File: config.mk
export PLATFORM = sky130hd
export DESIGN_NAME = line_rasterizer
export DESIGN_NICKNAME = d
export VERILOG_FILES = /design/src/rtl/line_rasterizer.sv
export SDC_FILE = /design/constraint.sdc
export NUM_CORES = 1
export LEC_CHECK = 0
export CAP_MARGIN = 25
export CORE_MARGIN = 5
export CORE_UTILIZATION = 39
export CTS_CLUSTER_SIZE = 14
export DETAILED_ROUTE_END_ITERATION = 8
export SYNTH_ARGS = -nofsm -noshare
export SYNTH_HDL_FRONTEND = slang
export SYNTH_SLANG_ARGS = --single-unit
File: constraint.sdc
create_clock -name clk -period 4.6 [get_ports clk]
set_input_delay 0.69 -clock clk [delete_from_list [all_inputs] [get_ports clk]]
set_output_delay 0.69 -clock clk [all_outputs]
set_load 0.02 [all_outputs]
File: src/rtl/line_rasterizer.sv
// line_rasterizer: Bresenham line engine feeding the back buffer write port.
// Accepts one endpoint/colour command at a time and emits one pixel write per
// non-held cycle at column-major address y + V_RES*x.
// Optional feature macro: LINE_CLIP_EN -- off-screen pixels are stepped
// through without asserting we; cycle count is unchanged.
module line_rasterizer #(
    parameter  int NUMBER_COLORS = 9,
    parameter  int H_RES         = 320,
    parameter  int V_RES         = 240,
    localparam int CW            = $clog2(NUMBER_COLORS) + 1,
    localparam int AW            = $clog2(H_RES * V_RES)
) (
    input  logic          clk,
    input  logic          resetn,
    input  logic          start,
    input  logic [8:0]    x0,
    input  logic [8:0]    x1,
    input  logic [7:0]    y0,
    input  logic [7:0]    y1,
    input  logic [CW-1:0] color,
    input  logic          hold,
    output logic          ready,
    output logic [AW-1:0] waddr,
    output logic [CW-1:0] din,
    output logic          we,
    output logic          done
);

    typedef enum logic [1:0] {
        IDLE  = 2'd0,
        SETUP = 2'd1,
        DRAW  = 2'd2,
        DONE  = 2'd3
    } state_t;

    state_t state_q;

    // Latched command
    logic [8:0]    x0_q, x1_q;
    logic [7:0]    y0_q, y1_q;
    logic [CW-1:0] color_q;

    // Stepping state
    logic [8:0]         cx_q, dx_q;
    logic [7:0]         cy_q;
    logic signed [8:0]  dy_q;
    logic               sx_q, sy_q;     // 1 = step in the negative direction
    logic signed [10:0] err_q;

    // Registered outputs
    logic          ready_q, we_q, done_q;
    logic [AW-1:0] waddr_q;
    logic [CW-1:0] din_q;

    // Next-state helpers
    logic [8:0]         dx_d;
    logic [7:0]         ady_d;
    logic signed [8:0]  dy_d;
    logic               sx_d, sy_d;
    logic signed [10:0] err_init_d;
    logic signed [11:0] e2_d;
    logic               step_x_d, step_y_d, at_end_d, on_screen_d;
    logic signed [10:0] err_d;
    logic [8:0]         cx_d;
    logic [7:0]         cy_d;
    logic [AW-1:0]      waddr_d;

    assign ready = ready_q;
    assign we    = we_q;
    assign done  = done_q;
    assign waddr = waddr_q;
    assign din   = din_q;

    // Setup values from the latched endpoints and the per-pixel Bresenham step
    always_comb begin
        dx_d       = (x1_q >= x0_q) ? (x1_q - x0_q) : (x0_q - x1_q);
        ady_d      = (y1_q >= y0_q) ? (y1_q - y0_q) : (y0_q - y1_q);
        dy_d       = 9'sd0 - $signed({1'b0, ady_d});
        sx_d       = (x1_q < x0_q);
        sy_d       = (y1_q < y0_q);
        err_init_d = $signed({2'b00, dx_d}) + $signed({{2{dy_d[8]}}, dy_d});

        e2_d     = $signed({err_q, 1'b0});
        step_x_d = (e2_d >= $signed({{3{dy_q[8]}}, dy_q}));
        step_y_d = (e2_d <= $signed({3'b000, dx_q}));

        err_d = err_q;
        if (step_x_d) begin
            err_d = err_d + $signed({{2{dy_q[8]}}, dy_q});
        end
        if (step_y_d) begin
            err_d = err_d + $signed({2'b00, dx_q});
        end

        cx_d = cx_q;
        if (step_x_d) begin
            cx_d = sx_q ? (cx_q - 9'd1) : (cx_q + 9'd1);
        end
        cy_d = cy_q;
        if (step_y_d) begin
            cy_d = sy_q ? (cy_q - 8'd1) : (cy_q + 8'd1);
        end

        at_end_d = (cx_q == x1_q) && (cy_q == y1_q);
        // Product is truncated to the address width on purpose
        waddr_d  = AW'(cy_q) + AW'(V_RES) * AW'(cx_q);

`ifdef LINE_CLIP_EN
        on_screen_d = (32'(cx_q) < 32'(H_RES)) && (32'(cy_q) < 32'(V_RES));
`else
        on_screen_d = 1'b1;
`endif
    end

    // Control FSM with registered outputs; ready returns one cycle after done
    always_ff @(posedge clk or negedge resetn) begin
        if (!resetn) begin
            state_q <= IDLE;
            x0_q    <= '0;
            x1_q    <= '0;
            y0_q    <= '0;
            y1_q    <= '0;
            color_q <= '0;
            cx_q    <= '0;
            cy_q    <= '0;
            dx_q    <= '0;
            dy_q    <= '0;
            sx_q    <= 1'b0;
            sy_q    <= 1'b0;
            err_q   <= '0;
            ready_q <= 1'b1;
            we_q    <= 1'b0;
            done_q  <= 1'b0;
            waddr_q <= '0;
            din_q   <= '0;
        end else begin
            unique case (state_q)
                IDLE: begin
                    we_q   <= 1'b0;
                    done_q <= 1'b0;
                    if (ready_q && start) begin
                        x0_q    <= x0;
                        x1_q    <= x1;
                        y0_q    <= y0;
                        y1_q    <= y1;
                        color_q <= color;
                        ready_q <= 1'b0;
                        state_q <= SETUP;
                    end else begin
                        ready_q <= 1'b1;
                    end
                end
                SETUP: begin
                    dx_q    <= dx_d;
                    dy_q    <= dy_d;
                    sx_q    <= sx_d;
                    sy_q    <= sy_d;
                    err_q   <= err_init_d;
                    cx_q    <= x0_q;
                    cy_q    <= y0_q;
                    state_q <= DRAW;
                end
                DRAW: begin
                    if (hold) begin
                        we_q <= 1'b0;
                    end else begin
                        we_q    <= on_screen_d;
                        waddr_q <= waddr_d;
                        din_q   <= color_q;
                        if (at_end_d) begin
                            state_q <= DONE;
                        end else begin
                            cx_q  <= cx_d;
                            cy_q  <= cy_d;
                            err_q <= err_d;
                        end
                    end
                end
                DONE: begin
                    we_q    <= 1'b0;
                    done_q  <= 1'b1;
                    state_q <= IDLE;
                end
                default: begin
                    state_q <= IDLE;
                end
            endcase
        end
    end

endmodule

* Word-level counts from Yosys, hierarchy flattened *
Cells that the tools add are included.

operators by class
  add/sub/neg operators = 13
  $mul = 1
  div/mod/pow operators = 0
  $lt $le $gt $ge = 6
  equal/unequal tests = 11
  shifts and indexed selects = 0
  muxes and demuxes = 25
  bitwise logic cells = 1
  reduce and logical (&&, ||, !) cells = 13

operator list
  cell                  number
  $mux 9                5
  $mux 11               4
  $mux 8                5
  $pmux 11 s2           1
  $pmux 9 s2            1
  $sub 9x9->9           2
  $add 8x17->17         1
  $pmux 8 s2            1
  $sub 8x8->8           2
  $mul 4x9->13 const A  1
  $ge 12x9->1           1
  $le 12x10->1          1
  $ne 2x2->1 const B    6
  $add 10x9->11         1
  $add 11x10->11        1
  $add 11x9->11         1
  $add 9x1->9 const B   1
  $eq 9x9->1            1
  $ge 9x9->1            1
  $lt 9x9->1            1
  $sub 1x8->9 const A   1
  $sub 9x1->9 const B   1
  $add 8x1->8 const B   1
  $eq 8x8->1            1
  17 further kinds      28

word-level totals
  register bits after elaboration = 114
  bits in latches = 0
  RAM bits = 0
  bits in read-only memories = 0
  bits of input ports = 43
  word-level logic and storage cells = 88
  memories kept = 0

* Depth between registers and ports, before layout *
  word-level depth = 7
  depth in mapped cells = 23

* Least setup slack after synthesis *
No wires, ideal clock.

  kind = reg2reg
  from = reg y1_q[0]
  to = reg err_q[9]
  library setup time = 138 ps
  arrival = 4,541 ps
  required time = 4,462 ps
  setup slack = -79 ps
  stages on the path, launching flop included = 21
  clock period less this slack = 4,679 ps
  cell sequence = dfrtp_1 inv_1 ha_1 fa_1 nor2b_1 o22ai_2 a21oi_2 nor2_1 mux2_2 ha_1 nand3_1 or4_4 or3_1 and2_2 ha_1 clkbuf_1 a21o_1 a21o_1 a221oi_1 xor2_1 o221ai_1

on the way
  word-level cells in the longest chain between the ends = 5

ends and longest elaborated chain
  element                                           RTL line  text
  start: declaration                                40        logic [7:0] y0_q, y1_q;
  start signal: assignment                          145       y1_q <= y1;
  $sub 8x8->8 / $ge 8x8->1 (equally long branches)  77        ady_d = (y1_q >= y0_q) ? (y1_q - y0_q) : (y0_q - y1_q);
  $mux 8 *                                          77
  $sub 1x8->9 *                                     78        dy_d = 9'sd0 - $signed({1'b0, ady_d});
  via dy_d[6]                                       58        logic signed [8:0] dy_d;
  $add 10x9->11 *                                   81        err_init_d = $signed({2'b00, dx_d}) + $signed({{2{dy_d[8]}}, dy_d});
  $pmux 11 s2 *                                     137       unique case (state_q)
  end signal: assignment                            158       err_q <= err_init_d;
  end signal: assignment                            175       err_q <= err_d;
  end: declaration                                  48        logic signed [10:0] err_q;

Mark *: on every way through the listed nets, which the timed path passes. The rest lies on a longest branch.
A chain may end at the register's enable or synchronous reset.

* Final worst setup path *
  from = reg y0_q[0]
  to = reg err_q[9]

on the way
  word-level cells in the longest chain between the ends = 5

ends and longest elaborated chain
  element                                           RTL line  text
  start: declaration                                40
  start signal: assignment                          144       y0_q <= y0;
  $sub 8x8->8 / $ge 8x8->1 (equally long branches)  77
  $mux 8 *                                          77
  $sub 1x8->9 *                                     78
  via dy_d[6]                                       58
  $add 10x9->11 *                                   81
  $pmux 11 s2 *                                     137

Marks and branches as above.

==> metrics.md <==
| Metric | Value |
|---|---|
| Clock root cell | `clkbuf_16` |
| Post-Syn Area | `9830 µm²` |
| Port buffer count | `67` |
| Clk buf depth | `2` |
| DR WL/cell | `16.7 µm` |
| Worst min path class | `in2async` |
| Share of cells above drive strength 1 | `0.151` |
| Post-synth top area cell | `dfrtp_1` |
| # IOs | `68` |
| Antenna viol nets, final | `0` |
| CTS buffer count | `17` |
| Achievable Freq | `226 MHz` |
| # fillers | `2394` |
| Register-to-register setup slack | `0.18 ns` |
| Crit share post-route | `0.962` |
| Asr flop ratio synth | `1.00` |
| CTS sink count | `114` |
| Status | `completed` |
| Syn_area_per_cell | `9.40 µm²` |
| H-tree Lvls | `4` |
| Hold_ws | `0.240 ns` |
| Util after Layout | `0.469` |
| First-pass GRT wire length | `41200 µm` |
| Worst setup SP type | `flip-flop` |
| GRT overflow | `0` |
| YS warnings | `0` |
| Critical Path End | `err_q[9]` |
| Post-synthesis net count | `1233` |
| Total number of vias | `7701` |
| Most numerous cell in the Yosys netlist | `ha_1` |
| Reg clk slew, reported paths | `0.07 ns` |
| # Max-Cap Violations | `0` |
| Critical path, cell by cell | `ha_2, fa_2, nor2b_4, o22ai_4, a21oi_2, nor2_1, mux2_2, ha_2, nand3_2, or4_4, or3_4, and2_2, ha_4, a21o_1, a21o_1, a221oi_2, xor2_1, o221ai_1` |
| DRT Pass-1 Iters | `5` |
| Top_reg_cell synth | `dfrtp_1` |
| Initial DRC Count | `365` |
| EDFF count, synth | `0` |
| CP arrival | `4.71 ns` |
| Endpoint type of the worst setup path | `flip-flop` |
| Worst r2r src | `y0_q[0]` |
| Drt drc | `0` |
| Max incr delay on CP | `0.45 ns` |
| Yosys cell types | `76` |
| FF-to-FF path depth | `18` |
| Full die area | `28500 µm²` |
| #FFs+latches synth | `114` |
| Die Width | `169 µm` |
| Row Count | `58` |
| Slew margin rel. | `0.526` |
| Core ar. | `25000 µm²` |
| WS Path Type | `reg2reg` |
| Post-Synthesis Cells | `1046` |
| Nets | `1325` |
| Critical R2R Capture | `err_q[9]` |
| RD Place Congestion | `0.888` |
| Routed wire length | `24700 µm` |
| Initial core utilization | `0.393` |
| Required @ worst endpoint | `4.89 ns` |
| Crit path from | `y0_q[0]` |
| Chip height | `169 µm` |
| CTS Hold Bufs | `0` |
| Post-layout min period | `4.42 ns` |
| Most common library cells after synthesis | `119 x ha_1, 113 x dfrtp_1, 110 x inv_1, 81 x nand2_1, 81 x o21ai_0` |
| Pin count of the biggest net entering global routing | `43` |
| Initial antenna violation count | `0` |
| Area Overhead vs Synth | `19.3%` |
| Clock Latency Late Sink | `0.43 ns` |
| Vias in the first global route | `7949` |
| Sequential fraction of the synthesis area | `0.290` |
| Tot GR Track Use | `0.179` |
| Post-DR vias/cell | `5.20` |
| Setup-failing EPs final | `0` |
| TritonCTS clock tree | `built` |
| Count of pins over their slew limit | `0` |
| DP HPWL | `19000 µm` |
| Area contributors post-synth | `dfrtp_1 29%, ha_1 15%, mux2_2 7.9%` |
| Yosys top cell area share | `0.288` |
| Worst Path Max Fanout | `5` |
| Clk_skew | `0.0131 ns` |
| Slowest CP cell | `or4_4` |
| Unrepaired setup endpoints after global routing | `false` |
| Worst slew pin tran | `0.711 ns` |
| Final hold vios | `0` |
| N_diodes | `0` |
per-layer routing:
layer | track usage | wire length (µm) | part of all wire | up-vias
met5 | 0 | 0 | 0 | -
met4 | 0.0402 | 384 | 0.016 | 0
met3 | 0.0346 | 824 | 0.033 | 26
met2 | 0.298 | 11800 | 0.48 | 120
met1 | 0.243 | 11700 | 0.47 | 3710
li1 | - | - | - | 3845
registers in the layout (all words and copies together), names as in the netlist:
| signal | count |
|---|---|
| waddr | 17 |
| err_q | 11 |
| cx_q | 9 |
| dx_q | 9 |
| dy_q | 9 |
| x0_q | 9 |
| x1_q | 9 |
| cy_q | 8 |
| y0_q | 8 |
| y1_q | 8 |
| color_q | 5 |
| din | 5 |
| state_q | 2 |
| done | 1 |
| ready | 1 |
| sx_q | 1 |
| sy_q | 1 |
| we | 1 |
kinds of logic after synthesis:
group,share of synthesized area
compound gates,0.175
xor+xnor,0.0709
fa+ha+maj,0.203
buf+inv,0.0551
flops,0.290
mux,0.102
simple gates,0.103
worst max-delay path, delay by kind of cell, from the launching register on:
kind	cells	cell delay [ns]
AND/OR/NAND/NOR	6	1.38
flip-flops	1	0.40
multiplexers	1	0.25
AO/OA/AOI/OAI	6	1.04
adder cells (fa/ha/maj)	4	1.04
XOR/XNOR	1	0.18
cells in the final DEF (no fill, tap or decap), drive strengths merged, types with 21 or more instances in the layout:
cell type      instances
o21ai                 85
clkdlybuf4s50         66
xor2                  29
nor2                  42
xnor2                 48
ha                   119
dfrtp                113
inv                  122
a21oi                 65
mux2                  70
nand2                 82
a21o                  36
fa                    25
buf                   35
mux2i                 21
how the worst min path moves through the flow:
stage	cells past startpoint	slack (ns)	end	from
3_5_place_dp	2	0.47	waddr[7]	waddr[7]
6_report	1	0.24	color_q[3]	resetn
4_1_cts	1	0.25	color_q[3]	resetn
2_1_floorplan	0	0.39	color_q[0]	resetn
3_3_place_gp	2	0.47	waddr[7]	waddr[7]
5_1_grt	1	0.28	color_q[3]	resetn
repair_timing:
item / in CTS / in global routing
endpoints found under the setup margin: 1 / 4
pin swaps: 0 / 6
buffers inserted: 1 / 3
hold endpoints to repair: 0 / 0
resized for setup: 2 / 18
final cells by class:
cell class	count	area, µm²	area share
tap	330	413	0.0352
sequential	114	2860	0.243
clock buffer	17	425	0.0363
multi-input combinational	793	6540	0.557
timing repair buffer	101	923	0.0787
clock inverter	15	160	0.0136
inverter	111	417	0.0355
per-stage QoR:
| step | setup slack, ns | area (µm²) | TNS [ns] | std cells |
|---|---|---|---|---|
| 2_1_floorplan | 0.0227 | 9840 | 0 | 1046 |
| 3_3_place_gp | 0.0686 | 11000 | 0 | 1445 |
| 3_5_place_dp | -0.0485 | 11000 | -0.0485 | 1445 |
| 4_1_cts | 0.0239 | 11600 | 0 | 1478 |
| 5_1_grt | 0.000261 | 11700 | 0 | 1481 |
| 6_report | 0.177 | 11700 | 0 | 1481 |
Power is not shown: default switching activity piles up to over one toggle a cycle in this logic, so the estimate is an artifact.
